`src/rtl/vga_pkg.sv`:
```
// Shared timing defaults and coordinate/sync types for the 640x480@60 display path.
package vga_pkg;

  localparam int H_VISIBLE_DEF = 640;
  localparam int H_FRONT_DEF   = 16;
  localparam int H_SYNC_DEF    = 96;
  localparam int H_BACK_DEF    = 48;
  localparam int V_VISIBLE_DEF = 480;
  localparam int V_FRONT_DEF   = 10;
  localparam int V_SYNC_DEF    = 2;
  localparam int V_BACK_DEF    = 33;

  localparam int H_TOTAL_DEF = H_VISIBLE_DEF + H_FRONT_DEF + H_SYNC_DEF + H_BACK_DEF;
  localparam int V_TOTAL_DEF = V_VISIBLE_DEF + V_FRONT_DEF + V_SYNC_DEF + V_BACK_DEF;

  localparam int COORD_W = 10;
  typedef logic [COORD_W-1:0] coord_t;

  typedef struct packed {
    logic hs;
    logic vs;
    logic blank;
  } sync_t;

  // Syncs are active-low and blank means "visible", so idle is {1,1,0}.
  localparam sync_t SYNC_IDLE = '{hs: 1'b1, vs: 1'b1, blank: 1'b0};

  function automatic logic in_window(coord_t v, coord_t lo, coord_t hi);
    return (v >= lo) && (v < hi);
  endfunction

endpackage

```
`src/rtl/vga_timing_gen_sync_delay_line.sv`:
```
// Fixed-depth delay line for sync/blank qualifiers; every stage resets to RST_VAL.
module sync_delay_line
  import vga_pkg::*;
#(
  parameter int                 DEPTH   = 1,
  parameter int                 WIDTH   = $bits(sync_t),
  parameter logic [WIDTH-1:0]   RST_VAL = SYNC_IDLE
) (
  input  logic             clk_i,
  input  logic             rst_i,
  input  logic [WIDTH-1:0] d_i,
  output logic [WIDTH-1:0] q_o
);

  if (DEPTH == 0) begin : g_comb
    // Zero depth stays combinational, but still reads idle for the cycle after a reset edge.
    logic in_rst_q;

    always_ff @(posedge clk_i) begin
      in_rst_q <= rst_i;
    end

    assign q_o = in_rst_q ? RST_VAL : d_i;
  end else begin : g_pipe
    logic [WIDTH-1:0] stage_q [DEPTH];

    // Stage boundary: d_i -> stage_q[0] -> ... -> stage_q[DEPTH-1]
    always_ff @(posedge clk_i) begin
      if (rst_i) begin
        for (int i = 0; i < DEPTH; i++) begin
          stage_q[i] <= RST_VAL;
        end
      end else begin
        stage_q[0] <= d_i;
        for (int i = 1; i < DEPTH; i++) begin
          stage_q[i] <= stage_q[i-1];
        end
      end
    end

    assign q_o = stage_q[DEPTH-1];
  end

endmodule

```
`src/rtl/vga_timing_gen.sv`:
```
// Pixel/line counters, sync and blank decode, and per-frame pulses for the VGA path.
module vga_timing_gen
  import vga_pkg::*;
#(
  parameter int H_VISIBLE  = H_VISIBLE_DEF,
  parameter int H_FRONT    = H_FRONT_DEF,
  parameter int H_SYNC     = H_SYNC_DEF,
  parameter int H_BACK     = H_BACK_DEF,
  parameter int V_VISIBLE  = V_VISIBLE_DEF,
  parameter int V_FRONT    = V_FRONT_DEF,
  parameter int V_SYNC     = V_SYNC_DEF,
  parameter int V_BACK     = V_BACK_DEF,
  parameter int PIPE_DELAY = 1
) (
  input  logic   vga_clk,
  input  logic   Reset,
  output coord_t DrawX,
  output coord_t DrawY,
  output logic   hs,
  output logic   vs,
  output logic   blank,
  output logic   frame_start,
  output logic   vblank_tick
);

  localparam int H_TOTAL = H_VISIBLE + H_FRONT + H_SYNC + H_BACK;
  localparam int V_TOTAL = V_VISIBLE + V_FRONT + V_SYNC + V_BACK;

  localparam coord_t H_LAST   = coord_t'(H_TOTAL - 1);
  localparam coord_t V_LAST   = coord_t'(V_TOTAL - 1);
  localparam coord_t H_VIS    = coord_t'(H_VISIBLE);
  localparam coord_t V_VIS    = coord_t'(V_VISIBLE);
  localparam coord_t HS_START = coord_t'(H_VISIBLE + H_FRONT);
  localparam coord_t HS_STOP  = coord_t'(H_VISIBLE + H_FRONT + H_SYNC);
  localparam coord_t VS_START = coord_t'(V_VISIBLE + V_FRONT);
  localparam coord_t VS_STOP  = coord_t'(V_VISIBLE + V_FRONT + V_SYNC);

  coord_t x_q, x_d;
  coord_t y_q, y_d;
  logic   fs_q, vt_q;
  sync_t  sync_raw;
  sync_t  sync_dly;

  always_comb begin
    x_d = x_q + coord_t'(1);
    y_d = y_q;
    if (x_q == H_LAST) begin
      x_d = '0;
      y_d = (y_q == V_LAST) ? '0 : y_q + coord_t'(1);
    end
  end

  // Stage boundary: counters and pulses; pulses decode x_d/y_d so they line up with the counters.
  always_ff @(posedge vga_clk) begin
    if (Reset) begin
      x_q  <= '0;
      y_q  <= '0;
      fs_q <= 1'b0;
      vt_q <= 1'b0;
    end else begin
      x_q  <= x_d;
      y_q  <= y_d;
      fs_q <= (x_d == '0) && (y_d == '0);
      vt_q <= (x_d == '0) && (y_d == V_VIS);
    end
  end

  always_comb begin
    sync_raw.hs    = !in_window(x_q, HS_START, HS_STOP);
    sync_raw.vs    = !in_window(y_q, VS_START, VS_STOP);
    sync_raw.blank = (x_q < H_VIS) && (y_q < V_VIS);
  end

  // Stage boundary: PIPE_DELAY registers to match downstream colour latency.
  sync_delay_line #(
    .DEPTH   (PIPE_DELAY),
    .WIDTH   ($bits(sync_t)),
    .RST_VAL (SYNC_IDLE)
  ) u_sync_dly (
    .clk_i (vga_clk),
    .rst_i (Reset),
    .d_i   (sync_raw),
    .q_o   (sync_dly)
  );

  assign DrawX       = x_q;
  assign DrawY       = y_q;
  assign hs          = sync_dly.hs;
  assign vs          = sync_dly.vs;
  assign blank       = sync_dly.blank;
  assign frame_start = fs_q;
  assign vblank_tick = vt_q;

endmodule

```
`config.mk`:
```
export PLATFORM = sky130hd
export DESIGN_NAME = vga_timing_gen
export DESIGN_NICKNAME = d
export VERILOG_FILES = /design/src/rtl/vga_pkg.sv /design/src/rtl/vga_timing_gen_sync_delay_line.sv /design/src/rtl/vga_timing_gen.sv
export SDC_FILE = /design/constraint.sdc
export NUM_CORES = 1
export LEC_CHECK = 0
export CORE_ASPECT_RATIO = 1.25
export CORE_MARGIN = 2
export CORE_UTILIZATION = 53
export CTS_BUF_LIST = sky130_fd_sc_hd__clkbuf_8
export CTS_CLUSTER_DIAMETER = 60
export DETAILED_ROUTE_END_ITERATION = 10
export MAX_ROUTING_LAYER = met4
export PLACE_DENSITY = 0.79
export REMOVE_ABC_BUFFERS = 1
export SLEW_MARGIN = 20
export SYNTH_ARGS = -nofsm -noshare
export SYNTH_HDL_FRONTEND = slang
export SYNTH_SLANG_ARGS = --single-unit
```
`constraint.sdc`:
```
create_clock -name vga_clk -period 2.53 [get_ports vga_clk]
set_input_delay 0.759 -clock vga_clk [delete_from_list [all_inputs] [get_ports vga_clk]]
set_output_delay 0.759 -clock vga_clk [all_outputs]
set_load 0.05 [all_outputs]
```
==> metrics.txt, run 1 <==
total die area=3028 um2; Placed Area=1685 um2; Gate power share=8.9%; Clock power frac=33.0%; clk buf depth=2; drt first-iter violations=34; Pre-Repair DR Iteration Count=4; outcome=completed; reg2reg setup slack=210 ps; clock root cell=clkbuf_8; fin crit period=2457 ps; worst hold path class=register to register; Crit path max-delay family=buffers and inverters; clock sink count=25; critical path type=register to output pin; Syn Inst Count=161; RePlAce Congestion=0.8936; Multi-input gate area=798.3 um2; clk slew on worst S/H paths=around 80 ps; EDFF count, synth=0; vias per cell=5.504; LEAKAGE=0.6403 nW; post-synthesis sequential area ratio=36.30%; Chip Width=49.62 um; Yosys top cell by area=dfxtp_1; actual slew at the worst max-slew pin=500.7 ps; initial antenna violation count=0; Synth cell types=41; via count=1233; CP bufs+invs=1; worst slack, placed=189.2 ps; Worst-Skew Late Latency=270 ps; maximum net fanout on the critical path=10; Mapped Area=1379 um2; average size of a mapped cell=8.564 um2; All-Layer GR Usage=23.13%; final std cells w/o fill=around 220; Hold Slack=547.1 ps; # placed instances=220; GRT overflow=0; Yosys top cell area share=36.30%; FP Rows=20; Hold Buf Count CTS=0; DRC Markers=0; Antenna Cells=0; routed wire length=3202 um; Nets=199; ys async rst share=0%; Yosys reg bits=25; Die Height=61.03 um; crit path capture type=output pin; Critical Path RT=between 1500 and 2000 ps; Sw Share=24.32%; initial core utilization=56.22%; post-cts resize count=0; Critical Path Start Type=register; net switching power=0.1712 mW; Post-synth top cells=25 x dfxtp_1, 20 x nor2_1, 17 x nor3_1, 13 x xnor2_1, 12 x nand2_1; post-DP HPWL=2424 um; Max Cap Violations=0; Setup Buffers After CTS=0; top_reg_cell synth=dfxtp_1; register area=500.5 um2; Final Hold Vio Count=0; fin area=1737 um2; Cell Chain, Critical Path=clkdlybuf4s50_1; Final Power=0.7038 mW; leading post-synthesis cells by cell area=dfxtp_1 36%, xnor2_1 8.3%, nor3_1 6.2%, nor2_1 5.4%, ha_1 4.5%; CP Data Arrival Time=approximately 1700 ps; count of final max-slew check failures=0; share of layout cells above drive strength 1=12.04%; vias in the first global route=between 1000 and 1500; CTS tree=yes; FMAX=407.0 MHz; final worst slack=~73 ps; Worst VDD drop=425.8 uV; worst rel slew slack=66.51%; Clock Skews=2.395 ps; H-tree depth reported by CTS=1; IO Port Bufs=26; crit share post-route=97.12%; first-pass GRT wire length=5209 um; total core area=between 2000 and 2500 um2; clock buffer count from CTS=3; largest net degree at the start of global routing=22; fillers=222; Setup Total Neg Slack=0 ps; CP max stage delay=between 800 and 900 ps; most common cell in the netlist=dfxtp_1; Int Power=~0.53 mW; Final Util=70.82%; # IOs=27; Power Density=405.3 nW/um2; RSZ-0062 raised after global routing=no; Area Overhead vs Synth=25.95%; Yosys warning total=0; per-cell routed wire length=14.29 um; slowest CP cell=clkdlybuf4s50_1; Setup-failing EPs final=0; Seq pwr share=58.2%; antenna-violating nets left=0
[worst paths after layout]
path | start | to | depth (start not counted)
setup / recovery | DrawY[1] | DrawY[1] | 1
hold reg to reg | DrawX[0] | DrawX[0] | 1
setup reg to reg | DrawY[1] | frame_start | 8
hold / removal | DrawX[0] | DrawX[0] | 1
[final cells by class]
type	instances	area share [%]
Clock buffer	3	2.378
Clock inverter	1	0.2882
Inverter	6	1.297
Multi-Input combinational cell	121	45.97
Sequential cell	25	28.82
Tap cell	33	2.378
Timing Repair Buffer	35	18.88
[registers in the layout (all words and copies together) (netlist names)]
| register | flops |
|---|---|
| DrawX | 10 |
| DrawY | 10 |
| frame_start | 1 |
| u_sync_dly.g_pipe.stage_q | 3 |
| vblank_tick | 1 |
[layout by cell type, fill, tap and decap left out, types with 2 or more instances in the layout]
| master | n |
|---|---|
| nand4b_1 | 2 |
| nand3_1 | 5 |
| a21oi_1 | 2 |
| dfxtp_1 | 25 |
| xnor2_1 | 13 |
| or3_1 | 3 |
| nor2_1 | 20 |
| clkdlybuf4s50_1 | 26 |
| buf_4 | 9 |
| nor3_1 | 17 |
| or3_4 | 2 |
| o21ai_0 | 5 |
| nor4_1 | 3 |
| nor4_2 | 2 |
| xor2_1 | 5 |
| ha_1 | 5 |
| nand2_1 | 12 |
| clkbuf_8 | 3 |
| inv_1 | 6 |
| nand4_1 | 5 |
[worst reg2reg max path, stage by stage, from the launching register on]
cell and delay (ps):
dfxtp_1 430, inv_1 110, ha_1 140, nand4_1 130, or4_4 520, o21a_1 130, o32a_1 300, nor4_2 260
nor4b_2 220
[layer usage]
layer | global-route usage [%] | up-vias | share of wire, %
li1 | - | 624 | -
met1 | 25.88 | 569 | 45
met2 | 41.71 | 34 | 50
met3 | 3.155 | 6 | 3.4
met4 | 9.921 | 0 | 1.7
met5 | - | - | 0
[power by group through the flow]
stage	combinational (mW)	sequential (mW)	clock (mW)
floorplan	0.0170	0.439	0
global placement	0.0615	0.418	0
detailed placement	0.0627	0.419	0
CTS	0.0626	0.410	0.236
global route	0.0652	0.411	0.251
finish	0.0624	0.409	0.232
[cell families (layout without fill, tap and decap cells)]
logic type	Yosys count	count (layout)	synth area share, %
buffers and inverters	15	45	6.170
XOR/XNOR	18	18	11.43
adder cells (fa/ha/maj)	5	5	4.537
flip-flops	25	25	36.30
AO/OA/AOI/OAI	17	17	8.531
AND/OR/NAND/NOR	81	81	33.03
Power figures use the tool's default switching activity.
==> run 2: changes to the inputs <==
TNS_END_PERCENT = 1   (was not set)
==> results of run 2 <==
The final DEF is identical to that of run 1; final timing and power are the same.
==> run 3: changes to the inputs <==
CAP_MARGIN = 20   (was not set)
MAX_ROUTING_LAYER = not set   (was met4)
SKIP_LAST_GASP = 1   (was not set)
==> metrics.txt, run 3 (synthesized netlist as in run 1, its figures left out) <==
clock sink count=25 (unchanged); fin area=1729 um2 (was 1737 um2); vias per cell=5.848 (was 5.504); Setup Total Neg Slack=0 ps (unchanged); hold_sp=DrawX[0] (unchanged); first-pass GRT wire length=5547 um (was 5209 um); RePlAce Congestion=0.8651 (was 0.8936); CP Data Arrival Time=1710 ps (was 1700 ps); M1 WL=1300 um (was 1432 um); reg2reg setup slack=200 ps (was 210 ps); slowest CP cell=clkdlybuf4s50_1 (unchanged); IO Port Bufs=26 (unchanged); Worst-Skew Late Latency=270 ps (about the same); total die area=3028 um2 (unchanged); FMAX=404.4 MHz (was 407.0 MHz); count of final max-slew check failures=0 (unchanged); clk buf depth=2 (unchanged); maximum net fanout on the critical path=10 (unchanged); Critical Path RT=1770 ps (about the same); met3 WL=145 um (was 110 um); Clock Skews=2.503 ps (was 2.395 ps); outcome=completed (unchanged); All-Layer GR Usage=24.20% (was 23.13%); critical path type=register to output pin (unchanged); Power Density=412.4 nW/um2 (was 405.3 nW/um2); CP max stage delay=880 ps (about the same); largest net degree at the start of global routing=22 (unchanged); Setup Buffers After CTS=0 (unchanged); actual slew at the worst max-slew pin=496.1 ps (was 500.7 ps); crit path capture type=output pin (unchanged); commonest non-fill, non-tap cells in the layout=26 x clkdlybuf4s50_1, 25 x dfxtp_1, 20 x nor2_1 (unchanged); Worst Reg-to-Reg Cells=7 (was 8); drt first-iter violations=27 (was 34); Nets=198 (was 199); Pre-Repair DR Iteration Count=4 (unchanged); clock root cell=clkbuf_8 (unchanged); Worst Hold End=DrawX[0] (unchanged); Max Cap Violations=0 (unchanged); fillers=228 (was 222); H-tree depth reported by CTS=1 (unchanged); RSZ-0062 raised after global routing=no (unchanged); total core area=2452 um2 (unchanged); Reg-to-Reg Start=DrawX[0] (was DrawY[1]); worst hold path class=register to register (unchanged); Final Util=70.51% (was 70.82%); Highest Signal Layer=met4 (unchanged); vias in the first global route=1235 (was 1155); Hold Buf Count CTS=0 (unchanged); hold path depth=1 (unchanged); CTS tree=yes (unchanged); most common cell after layout, fill and taps aside=clkdlybuf4s50_1 (unchanged); share of layout cells above drive strength 1=11.58% (was 12.04%); initial core utilization=56.22% (unchanged); register area=500.5 um2 (unchanged); antenna-violating nets left=0 (unchanged); Area Overhead vs Synth=25.41% (was 25.95%); Critical Path Start Type=register (unchanged); routed wire length=3369 um (was 3202 um); via count=1304 (was 1233); GRT overflow=0 (unchanged); Final Power=0.7131 mW (was 0.7038 mW); Placed Area=1678 um2 (was 1685 um2); Chip Width=49.62 um (unchanged); worst slack, placed=142.2 ps (was 189.2 ps); final worst slack=56.96 ps (was 72.97 ps); Setup-failing EPs final=0 (unchanged); # IOs=27 (unchanged); CP bufs+invs=1 (unchanged); Multi-input gate area=798.3 um2 (unchanged); LEAKAGE=0.6348 nW (was 0.6403 nW); fin crit period=2473 ps (was 2457 ps); initial antenna violation count=0 (unchanged); Die Height=61.03 um (unchanged); clock buffer count from CTS=3 (unchanged); post-DP HPWL=2510 um (was 2424 um); per-cell routed wire length=15.11 um (was 14.29 um); Final Hold Vio Count=0 (unchanged); FP Rows=20 (unchanged); crit share post-route=97.75% (was 97.12%); worst rel slew slack=66.82% (was 66.51%); r2r endpoint=frame_start (unchanged); Crit path max-delay family=buffers and inverters (unchanged); Cell Chain, Critical Path=clkdlybuf4s50_1 (unchanged); Worst VDD drop=309.2 uV (was 425.8 uV); Antenna Cells=0 (unchanged); clk slew on worst S/H paths=90 ps (was 80 ps); DRC Markers=0 (unchanged); met2 wire length=1800 um (was 1604 um)
-- run 3: timing repair --
item | 4_1_cts | 5_1_grt
setup endpoints to repair | 0 | 1
hold endpoints to repair | 0 | 0
gates resized for setup | 0 | 1
-- run 3: worst register-to-register path, delay by kind of cell, from the launching register on --
kind / cells / cell delay (ps)
flops: 1 / 420
simple gates: 4 / 1060
compound gates: 2 / 520
fa+ha+maj: 1 / 250
-- run 3: worst max path at each step --
stage / from / endpoint / cells after the start
floorplan: DrawX[0] / frame_start / 7
global placement: DrawX[0] / frame_start / 7
detailed placement: DrawX[0] / frame_start / 7
CTS: DrawX[7] / DrawX[7] / 1
global route: DrawX[7] / DrawX[7] / 1
finish: DrawX[7] / DrawX[7] / 1
-- run 3: area by class of cell --
class,count,share of cell area [%]
flip-flops and latches,25,28.94
multi-input cells,121,46.16
inverters,6,1.302
well taps,33,2.388
repair buffers,34,18.52
clock inverters,1,0.2894
clock buffers,3,2.388
-- run 3: report_power, final --
part           switching [mW]  total (mW)  leakage (nW)  internal, mW
Sequential            0.00970       0.409         0.203         0.400
Combinational          0.0395      0.0625         0.407        0.0230
Clock                   0.131       0.241        0.0255         0.110
Total                   0.180       0.713         0.635         0.533
-- run 3: through the flow --
| step | instances | hold WS (ps) |
|---|---|---|
| finish | 223 | 544.6 |
| global route | 223 | 572.2 |
| CTS | 223 | 548.0 |
| detailed placement | 219 | 533.8 |
| global placement | 219 | 510.8 |
| floorplan | 152 | 754.7 |
-- run 3: metal layers --
metal,vias to the layer above,GRT usage [%]
met5,-,0
met4,0,14.68
met3,15,3.641
met2,49,45.52
met1,614,25.92
li1,626,-
